`src/rtl/uart_cmd_bridge_if.sv`:
```
// ---------------------------------------------------------------------------
// uart_cmd_bridge_if
// Groups the UART byte handshakes, the SDRAM request/response signals and the
// busy flag of uart_cmd_bridge into one bundle.
//   UART rx   : i_rx_data, i_rx_rdy (in)   / o_rx_req (out, pop pulse)
//   UART tx   : i_tx_rdy (in)              / o_tx_data, o_tx_req (out)
//   SDRAM wr  : o_wr_req, o_wr_addr, o_wr_data (out)
//   SDRAM rd  : o_rd_req, o_rd_addr (out)  / i_rd_data, i_rd_rdy (in)
//   status    : o_busy (out)
// modport master : the bridge itself
// modport slave  : the surrounding UART + SDRAM controller (or a bench)
// ---------------------------------------------------------------------------
interface uart_cmd_bridge_if #(
    parameter int IAddrWidth = 22,
    parameter int DataWidth  = 16
);
    logic [7:0]            i_rx_data;
    logic                  i_rx_rdy;
    logic                  o_rx_req;
    logic [7:0]            o_tx_data;
    logic                  o_tx_req;
    logic                  i_tx_rdy;
    logic                  o_wr_req;
    logic [IAddrWidth-1:0] o_wr_addr;
    logic [DataWidth-1:0]  o_wr_data;
    logic                  o_rd_req;
    logic [IAddrWidth-1:0] o_rd_addr;
    logic [DataWidth-1:0]  i_rd_data;
    logic                  i_rd_rdy;
    logic                  o_busy;

    modport master (
        input  i_rx_data, i_rx_rdy, i_tx_rdy, i_rd_data, i_rd_rdy,
        output o_rx_req, o_tx_data, o_tx_req, o_wr_req, o_wr_addr, o_wr_data,
               o_rd_req, o_rd_addr, o_busy
    );

    modport slave (
        output i_rx_data, i_rx_rdy, i_tx_rdy, i_rd_data, i_rd_rdy,
        input  o_rx_req, o_tx_data, o_tx_req, o_wr_req, o_wr_addr, o_wr_data,
               o_rd_req, o_rd_addr, o_busy
    );
endinterface

```
`src/rtl/uart_cmd_bridge.sv`:
```
// ---------------------------------------------------------------------------
// uart_cmd_bridge
// Turns byte frames from a UART into SDRAM word accesses.
//   write : 0x77 A2 A1 A0 D1 D0  -> one SDRAM write, reply 0x6B
//   read  : 0x72 A2 A1 A0        -> one SDRAM read, reply data MSB then LSB
//   other opcode                 -> reply 0x3F
// Ports:
//   i_sys_clk : clock, all logic on the rising edge
//   i_rst     : synchronous active-high reset
//   bus       : uart_cmd_bridge_if.master (UART rx/tx, SDRAM wr/rd, o_busy)
// Build option:
//   UART_CMD_TIMEOUT_EN : when defined, a frame that stalls for TimeoutCycles
//                         clocks inside the address/data bytes is dropped and
//                         answered with 0x3F. Undefined: wait forever.
// ---------------------------------------------------------------------------
module uart_cmd_bridge #(
    parameter int ClockFreq     = 100_000_000,
    parameter int IAddrWidth    = 22,
    parameter int DataWidth     = 16,
    parameter int TimeoutCycles = ClockFreq / 100
) (
    input logic               i_sys_clk,
    input logic               i_rst,
    uart_cmd_bridge_if.master bus
);
    localparam logic [7:0] OpWrite = 8'h77;
    localparam logic [7:0] OpRead  = 8'h72;
    localparam logic [7:0] RspAck  = 8'h6B;
    localparam logic [7:0] RspNak  = 8'h3F;

    typedef enum logic [3:0] {
        IDLE, ADDR, DATA, WR_ISSUE, RD_ISSUE, RD_WAIT, TX_HI, TX_LO, TX_ACK, TX_NAK
    } state_e;

    state_e                state_q, state_d;
    logic                  is_wr_q, is_wr_d;
    logic [1:0]            cnt_q, cnt_d;
    logic [IAddrWidth-1:0] addr_q, addr_d;
    logic [7:0]            data_hi_q, data_hi_d;
    logic [DataWidth-1:0]  rd_data_q, rd_data_d;
    logic                  rx_req_q, rx_req_d;
    logic [7:0]            tx_data_q, tx_data_d;
    logic                  tx_req_q, tx_req_d;
    logic                  wr_req_q, wr_req_d;
    logic [IAddrWidth-1:0] wr_addr_q, wr_addr_d;
    logic [DataWidth-1:0]  wr_data_q, wr_data_d;
    logic                  rd_req_q, rd_req_d;
    logic [IAddrWidth-1:0] rd_addr_q, rd_addr_d;
    logic                  busy_q, busy_d;

    logic                  rx_take;   // byte is accepted this cycle
    logic                  tx_go;     // transmitter can take a byte this cycle
    logic [IAddrWidth-1:0] addr_shift;

`ifdef UART_CMD_TIMEOUT_EN
    localparam int ToWidth = $clog2(TimeoutCycles + 1);
    logic [ToWidth-1:0] to_cnt_q, to_cnt_d;
`endif

    // Shifting a byte in and truncating keeps the low IAddrWidth bits of
    // {A2,A1,A0}, so the discarded upper address bits fall off naturally.
    assign addr_shift = IAddrWidth'({addr_q, bus.i_rx_data});

    always_comb begin
        state_d   = state_q;
        is_wr_d   = is_wr_q;
        cnt_d     = cnt_q;
        addr_d    = addr_q;
        data_hi_d = data_hi_q;
        rd_data_d = rd_data_q;
        tx_data_d = tx_data_q;
        tx_req_d  = 1'b0;
        wr_addr_d = wr_addr_q;
        wr_data_d = wr_data_q;
        rd_addr_d = rd_addr_q;
        rx_take   = 1'b0;
        // The strobe/pop registers gate the next cycle, which makes the
        // "ready ignored right after a handshake" rule fall out for free.
        tx_go     = bus.i_tx_rdy && !tx_req_q;
`ifdef UART_CMD_TIMEOUT_EN
        to_cnt_d  = '0;
`endif
        unique case (state_q)
            IDLE: begin
                if (bus.i_rx_rdy && !rx_req_q) begin
                    rx_take = 1'b1;
                    cnt_d   = '0;
                    if (bus.i_rx_data == OpWrite) begin
                        is_wr_d = 1'b1;
                        state_d = ADDR;
                    end else if (bus.i_rx_data == OpRead) begin
                        is_wr_d = 1'b0;
                        state_d = ADDR;
                    end else begin
                        state_d = TX_NAK;
                    end
                end
            end
            ADDR: begin
                if (bus.i_rx_rdy && !rx_req_q) begin
                    rx_take = 1'b1;
                    addr_d  = addr_shift;
                    if (cnt_q == 2'd2) begin
                        cnt_d = '0;
                        if (is_wr_q) begin
                            state_d = DATA;
                        end else begin
                            rd_addr_d = addr_shift;
                            state_d   = RD_ISSUE;
                        end
                    end else begin
                        cnt_d = cnt_q + 2'd1;
                    end
                end
`ifdef UART_CMD_TIMEOUT_EN
                else if (to_cnt_q == ToWidth'(TimeoutCycles - 1)) state_d = TX_NAK;
                else to_cnt_d = to_cnt_q + ToWidth'(1);
`endif
            end
            DATA: begin
                if (bus.i_rx_rdy && !rx_req_q) begin
                    rx_take = 1'b1;
                    if (cnt_q == 2'd1) begin
                        wr_addr_d = addr_q;
                        wr_data_d = DataWidth'({data_hi_q, bus.i_rx_data});
                        state_d   = WR_ISSUE;
                    end else begin
                        data_hi_d = bus.i_rx_data;
                        cnt_d     = 2'd1;
                    end
                end
`ifdef UART_CMD_TIMEOUT_EN
                else if (to_cnt_q == ToWidth'(TimeoutCycles - 1)) state_d = TX_NAK;
                else to_cnt_d = to_cnt_q + ToWidth'(1);
`endif
            end
            WR_ISSUE: state_d = TX_ACK;
            RD_ISSUE: state_d = RD_WAIT;
            RD_WAIT: begin
                if (bus.i_rd_rdy) begin
                    rd_data_d = bus.i_rd_data;
                    // Send the high byte straight from the SDRAM bus so the
                    // first tx strobe follows i_rd_rdy by a single cycle.
                    if (tx_go) begin
                        tx_data_d = bus.i_rd_data[15:8];
                        tx_req_d  = 1'b1;
                        state_d   = TX_LO;
                    end else begin
                        state_d = TX_HI;
                    end
                end
            end
            TX_HI: if (tx_go) begin
                tx_data_d = rd_data_q[15:8];
                tx_req_d  = 1'b1;
                state_d   = TX_LO;
            end
            TX_LO: if (tx_go) begin
                tx_data_d = rd_data_q[7:0];
                tx_req_d  = 1'b1;
                state_d   = IDLE;
            end
            TX_ACK: if (tx_go) begin
                tx_data_d = RspAck;
                tx_req_d  = 1'b1;
                state_d   = IDLE;
            end
            TX_NAK: if (tx_go) begin
                tx_data_d = RspNak;
                tx_req_d  = 1'b1;
                state_d   = IDLE;
            end
            default: state_d = IDLE;
        endcase
        rx_req_d = rx_take;
        // Issue states last exactly one cycle, so these pulses are one cycle
        // wide and can never overlap.
        wr_req_d = (state_d == WR_ISSUE);
        rd_req_d = (state_d == RD_ISSUE);
        busy_d   = (state_d != IDLE);
    end

    always_ff @(posedge i_sys_clk) begin
        if (i_rst) begin
            state_q   <= IDLE;
            is_wr_q   <= 1'b0;
            cnt_q     <= '0;
            addr_q    <= '0;
            data_hi_q <= '0;
            rd_data_q <= '0;
            rx_req_q  <= 1'b0;
            tx_data_q <= '0;
            tx_req_q  <= 1'b0;
            wr_req_q  <= 1'b0;
            wr_addr_q <= '0;
            wr_data_q <= '0;
            rd_req_q  <= 1'b0;
            rd_addr_q <= '0;
            busy_q    <= 1'b0;
`ifdef UART_CMD_TIMEOUT_EN
            to_cnt_q  <= '0;
`endif
        end else begin
            state_q   <= state_d;
            is_wr_q   <= is_wr_d;
            cnt_q     <= cnt_d;
            addr_q    <= addr_d;
            data_hi_q <= data_hi_d;
            rd_data_q <= rd_data_d;
            rx_req_q  <= rx_req_d;
            tx_data_q <= tx_data_d;
            tx_req_q  <= tx_req_d;
            wr_req_q  <= wr_req_d;
            wr_addr_q <= wr_addr_d;
            wr_data_q <= wr_data_d;
            rd_req_q  <= rd_req_d;
            rd_addr_q <= rd_addr_d;
            busy_q    <= busy_d;
`ifdef UART_CMD_TIMEOUT_EN
            to_cnt_q  <= to_cnt_d;
`endif
        end
    end

    assign bus.o_rx_req  = rx_req_q;
    assign bus.o_tx_data = tx_data_q;
    assign bus.o_tx_req  = tx_req_q;
    assign bus.o_wr_req  = wr_req_q;
    assign bus.o_wr_addr = wr_addr_q;
    assign bus.o_wr_data = wr_data_q;
    assign bus.o_rd_req  = rd_req_q;
    assign bus.o_rd_addr = rd_addr_q;
    assign bus.o_busy    = busy_q;
endmodule

```
`src/flat_wrapper.sv`:
```
// flat-port wrapper written by rule: the top's interface ports become plain ports
module uart_cmd_bridge_flat 
#(
    parameter int ClockFreq     = 100_000_000,
    parameter int IAddrWidth    = 22,
    parameter int DataWidth     = 16,
    parameter int TimeoutCycles = ClockFreq / 100
)
  (i_sys_clk, i_rst, bus_i_rx_data, bus_i_rx_rdy, bus_i_tx_rdy, bus_i_rd_data, bus_i_rd_rdy, bus_o_rx_req, bus_o_tx_data, bus_o_tx_req, bus_o_wr_req, bus_o_wr_addr, bus_o_wr_data, bus_o_rd_req, bus_o_rd_addr, bus_o_busy);
  uart_cmd_bridge_if #(.IAddrWidth(IAddrWidth), .DataWidth(DataWidth)) bus_i ();
  input logic i_sys_clk;
  input logic i_rst;
  input wire logic [$bits(bus_i.i_rx_data)-1:0] bus_i_rx_data;
  input wire logic [$bits(bus_i.i_rx_rdy)-1:0] bus_i_rx_rdy;
  input wire logic [$bits(bus_i.i_tx_rdy)-1:0] bus_i_tx_rdy;
  input wire logic [$bits(bus_i.i_rd_data)-1:0] bus_i_rd_data;
  input wire logic [$bits(bus_i.i_rd_rdy)-1:0] bus_i_rd_rdy;
  output wire logic [$bits(bus_i.o_rx_req)-1:0] bus_o_rx_req;
  output wire logic [$bits(bus_i.o_tx_data)-1:0] bus_o_tx_data;
  output wire logic [$bits(bus_i.o_tx_req)-1:0] bus_o_tx_req;
  output wire logic [$bits(bus_i.o_wr_req)-1:0] bus_o_wr_req;
  output wire logic [$bits(bus_i.o_wr_addr)-1:0] bus_o_wr_addr;
  output wire logic [$bits(bus_i.o_wr_data)-1:0] bus_o_wr_data;
  output wire logic [$bits(bus_i.o_rd_req)-1:0] bus_o_rd_req;
  output wire logic [$bits(bus_i.o_rd_addr)-1:0] bus_o_rd_addr;
  output wire logic [$bits(bus_i.o_busy)-1:0] bus_o_busy;
  assign bus_i.i_rx_data = bus_i_rx_data;
  assign bus_i.i_rx_rdy = bus_i_rx_rdy;
  assign bus_i.i_tx_rdy = bus_i_tx_rdy;
  assign bus_i.i_rd_data = bus_i_rd_data;
  assign bus_i.i_rd_rdy = bus_i_rd_rdy;
  assign bus_o_rx_req = bus_i.o_rx_req;
  assign bus_o_tx_data = bus_i.o_tx_data;
  assign bus_o_tx_req = bus_i.o_tx_req;
  assign bus_o_wr_req = bus_i.o_wr_req;
  assign bus_o_wr_addr = bus_i.o_wr_addr;
  assign bus_o_wr_data = bus_i.o_wr_data;
  assign bus_o_rd_req = bus_i.o_rd_req;
  assign bus_o_rd_addr = bus_i.o_rd_addr;
  assign bus_o_busy = bus_i.o_busy;
  uart_cmd_bridge #(.ClockFreq(ClockFreq), .IAddrWidth(IAddrWidth), .DataWidth(DataWidth), .TimeoutCycles(TimeoutCycles)) u_core (.i_sys_clk(i_sys_clk), .i_rst(i_rst), .bus(bus_i));
endmodule
```
`config.mk`:
```
export PLATFORM = sky130hd
export DESIGN_NAME = uart_cmd_bridge_flat
export DESIGN_NICKNAME = d
export VERILOG_FILES = /design/src/rtl/uart_cmd_bridge_if.sv /design/src/rtl/uart_cmd_bridge.sv /design/src/flat_wrapper.sv
export SDC_FILE = /design/constraint.sdc
export NUM_CORES = 1
export LEC_CHECK = 0
export CORE_MARGIN = 1
export CORE_UTILIZATION = 30
export DETAILED_ROUTE_END_ITERATION = 10
export PLACE_DENSITY_LB_ADDON = 0.05
export SLEW_MARGIN = 40
export SYNTH_ARGS = -nofsm -noshare
export SYNTH_HDL_FRONTEND = slang
export SYNTH_SLANG_ARGS = --single-unit
```
`constraint.sdc`:
```
create_clock -name i_sys_clk -period 2.15 [get_ports i_sys_clk]
set_input_delay 0.5375 -clock i_sys_clk [delete_from_list [all_inputs] [get_ports i_sys_clk]]
set_output_delay 0.5375 -clock i_sys_clk [all_outputs]
set_load 0.03 [all_outputs]
```
==> summary.md <==
## Yosys
• **Synth Flop Type** sky130_fd_sc_hd__dfxtp_1
• **number of cells produced by synthesis** 618
• **number of flops mapped to enable cells by yosys** 0
• **synthesized net count** 647
• **biggest area consumer among synthesized cells** sky130_fd_sc_hd__dfxtp_1
• **share of synthesized area occupied by flip-flops and latches** 52.1%
• **Yosys reg bits** 126
• **leading post-synthesis cells by cell area** sky130_fd_sc_hd__dfxtp_1 (52%), sky130_fd_sc_hd__nand2_1 (16%), sky130_fd_sc_hd__a21oi_1 (12%)
• **number of different library cells in the post-synthesis netlist** 37
• **average size of a mapped cell** 7.83 sq um
• **post-synthesis async set-or-reset flop share** 0%
• **Yosys warning count** 0
• **Netlist Area Pre-Place** 0.00484 sq mm
• **share of the synthesized area in the top cell type** 52.1%

## Status
• **outcome** finished, final reports clean

## Detailed routing
• **per-cell via count in the routed design** 4.61
• **detailed router's first-iteration violation count** 301
• **antenna violation net count after detailed routing** 0
• **Residual DRC** 0
• **routed wire length per instance** 14.0 um
• **routed via count** 4434
• **overall routed net length** 13500 um
• **total iterations of the first detailed-routing run** 4

## Finish
• **number of non-filler instances in the completed layout** 962
• **most frequent standard cell in the layout excluding fill and tap cells** sky130_fd_sc_hd__nand2_1
• **FILL cells** 1607
• **synthesis-to-finish area growth** 43.5%
• **number of nets in the final layout** 762
• **highest-count cells in the layout ignoring fill and taps** sky130_fd_sc_hd__nand2_1 (210), sky130_fd_sc_hd__dfxtp_1 (126), sky130_fd_sc_hd__a21oi_1 (116)
• **Ant. Diodes** 0
• **layout cells sized above 1** 9.92%

## CTS
• **Clock Sink Count** 126
• **H-tree Lvls** 4
• **number of buffers added for setup after CTS** 0
• **Bufs on Longest Clock Path** 2
• **post-cts gate resize count** 0
• **total clock buffers created by CTS** 17
• **Clock Latency Late Sink** 0.42 ns
• **buffer cell driving the clock tree root** sky130_fd_sc_hd__clkbuf_16
• **TritonCTS clock tree** built
• **hold_buf cts** 0
• **clock transition at the register clock pins on the worst setup and hold paths after CTS** 0.05 ns

## Critical path
• **endpoint arrival time on the critical path** 1.56 ns
• **crit path cell chain** clkdlybuf4s50_1
• **reg-to-reg startpoint** u_core.state_q[3]
• **setup slack of the most critical reg-to-reg path** 0.36 ns
• **Data required, critical path** 1.61 ns
• **depth of the worst register-to-register path** 5
• **startpoint class of the critical path** flop
• **longest individual stage delay on the worst path** 0.71 ns
• **Crit path buffers/inverters** 1
• **slowest cell on the critical path** sky130_fd_sc_hd__clkdlybuf4s50_1
• **kind of cell adding the most delay to the critical path** buffers and inverters
• **critical path type** flop to primary output
• **sort of element at the end of the critical path** primary output
• **r2r endpoint** u_core.bus.o_wr_req
• **CP max FO** 5

## Timing
• **final cycle utilization of the critical path** 97.5%
• **final setup violation count** 0
• **number of max-slew violations in the final report** 0
• **achievable clock frequency** 477 MHz
• **slew at the pin with the worst max-slew slack** 0.576 ns
• **Slew headroom** 61.6%
• **unrepaired setup endpoints after global routing** no
• **min cycle time layout** 2.10 ns
• **final clock skew** 0.00862 ns
• **min setup slack post-route** 0.0540 ns
• **Final Hold Fails** 0
• **accumulated negative setup slack** 0 ns

## Placed design
• **final weighted congestion of routability-driven global placement** 0.804
• **HPWL after detailed placement** 9200 um
• **cell total after placement** 930
• **count of input and output buffers** 101
• **worst setup slack before clock tree synthesis** -0.274 ns

## Die
• **core outline area** 0.0158 sq mm
• **count of boundary I/O pins** 102
• **Die Footprint** 0.0166 sq mm
• **initial standard-cell utilization of the core** 30.6%
• **std cell rows** 46
• **horizontal die dimension** 129 um
• **Die Y-Extent** 129 um

## Min path
• **type of the worst min-delay path** flop to flop
• **Hold Path Sink** u_core.bus.o_wr_data[13]
• **depth of the worst hold-timing path** 2
• **beginning of the worst hold path** u_core.bus.o_wr_data[13]

## Global route
• **Global Route Usage Sum** 17.4%
• **via count of the first global-routing pass** 4251
• **wire length of the first global-routing pass** 22100 um
• **overflow left after global routing** 0
• **initial antenna violation count** 0
• **largest net degree at the start of global routing** 51

## Flow run
• **maximum capacitance violations** 0

## Power and ir drop
• **Power Dens Cells** 849 mW/mm^2
• **leak pwr** 0.00242 uW
• **Max IR drop VDD** 0.000508 V

cell type report:
cell class                 count  area (sq um)  share of cell area, %
timing repair buffer         140          1360                   19.6
tap                          216           270                   3.89
clock inverter                10           185                   2.67
inverter                       7          26.3                  0.378
sequential                   126          2520                   36.3
multi-input combinational    441          2120                   30.6
clock buffer                  22           454                   6.54
how the worst max path moves through the flow:
stage | startpoint | to | slack, ns | cells after the start
floorplan | bus_i_rx_rdy | u_core.bus.o_rd_addr[20] | 0.27 | 7
finish | u_core.bus.o_rx_req | bus_o_rx_req | 0.05 | 1
global placement | bus_i_rx_rdy | u_core.bus.o_wr_req | -0.23 | 6
CTS | u_core.bus.o_rx_req | bus_o_rx_req | 0.02 | 1
detailed placement | bus_i_rx_rdy | u_core.bus.o_wr_req | -0.27 | 6
global route | u_core.bus.o_rx_req | bus_o_rx_req | 0.006 | 1
per-layer routing:
| layer | track usage (%) | vias up | wire length, um |
|---|---|---|---|
| li1 | - | 2289 | - |
| met1 | 23.1 | 2033 | 6610 |
| met2 | 27.0 | 102 | 6150 |
| met3 | 4.87 | 10 | 614 |
| met4 | 6.37 | 0 | 135 |
| met5 | 0 | - | 0 |
cells by family after synthesis:
logic type | share of synthesized area [%]
and+or+nand+nor | 24.9
buffers and inverters | 4.14
AOI/OAI and AO/OA | 16.1
muxes | 2.48
DFF | 52.1
xor gates and xnor gates | 0.181
synth_stat cells (all sizes together) (4+ instances only):
master,number
nand2,212
dfxtp,126
a21oi,117
clkbuf,35
nor2,26
nor3,14
mux2i,12
buf,9
nor2b,9
inv,7
o21ai,7
nand2b,6
a311oi,4
and3,4
nand3,4
o211ai,4
registers in the layout (all words and copies together) (netlist names), 4 cells and up:
name                  cells
u_core.bus.o_wr_data     16
u_core.state_q            4
u_core.bus.o_tx_data      8
u_core.bus.o_rd_addr     22
u_core.addr_q            22
u_core.rd_data_q         16
u_core.data_hi_q          8
u_core.bus.o_wr_addr     22
power by group:
group	internal (uW)	leakage (uW)	total [uW]	switching, uW
Clock	2090	0.000309	3110	1030
Combinational	180	0.00110	391	210
Sequential	2360	0.00102	2390	25.9
Total	4630	0.00242	5890	1260
per-stage QoR:
step	power [uW]	cell area (sq um)	util [%]	hold slack, ns
after detailed placement	2830	6300	39.8	0.446
after global placement	2830	6300	39.8	0.442
after floorplan	2620	4840	-	0.431
after global routing	6140	6940	43.9	0.465
after CTS	5980	6940	43.9	0.455
final	5890	6940	43.9	0.451
(Power assumes the default switching activity.)
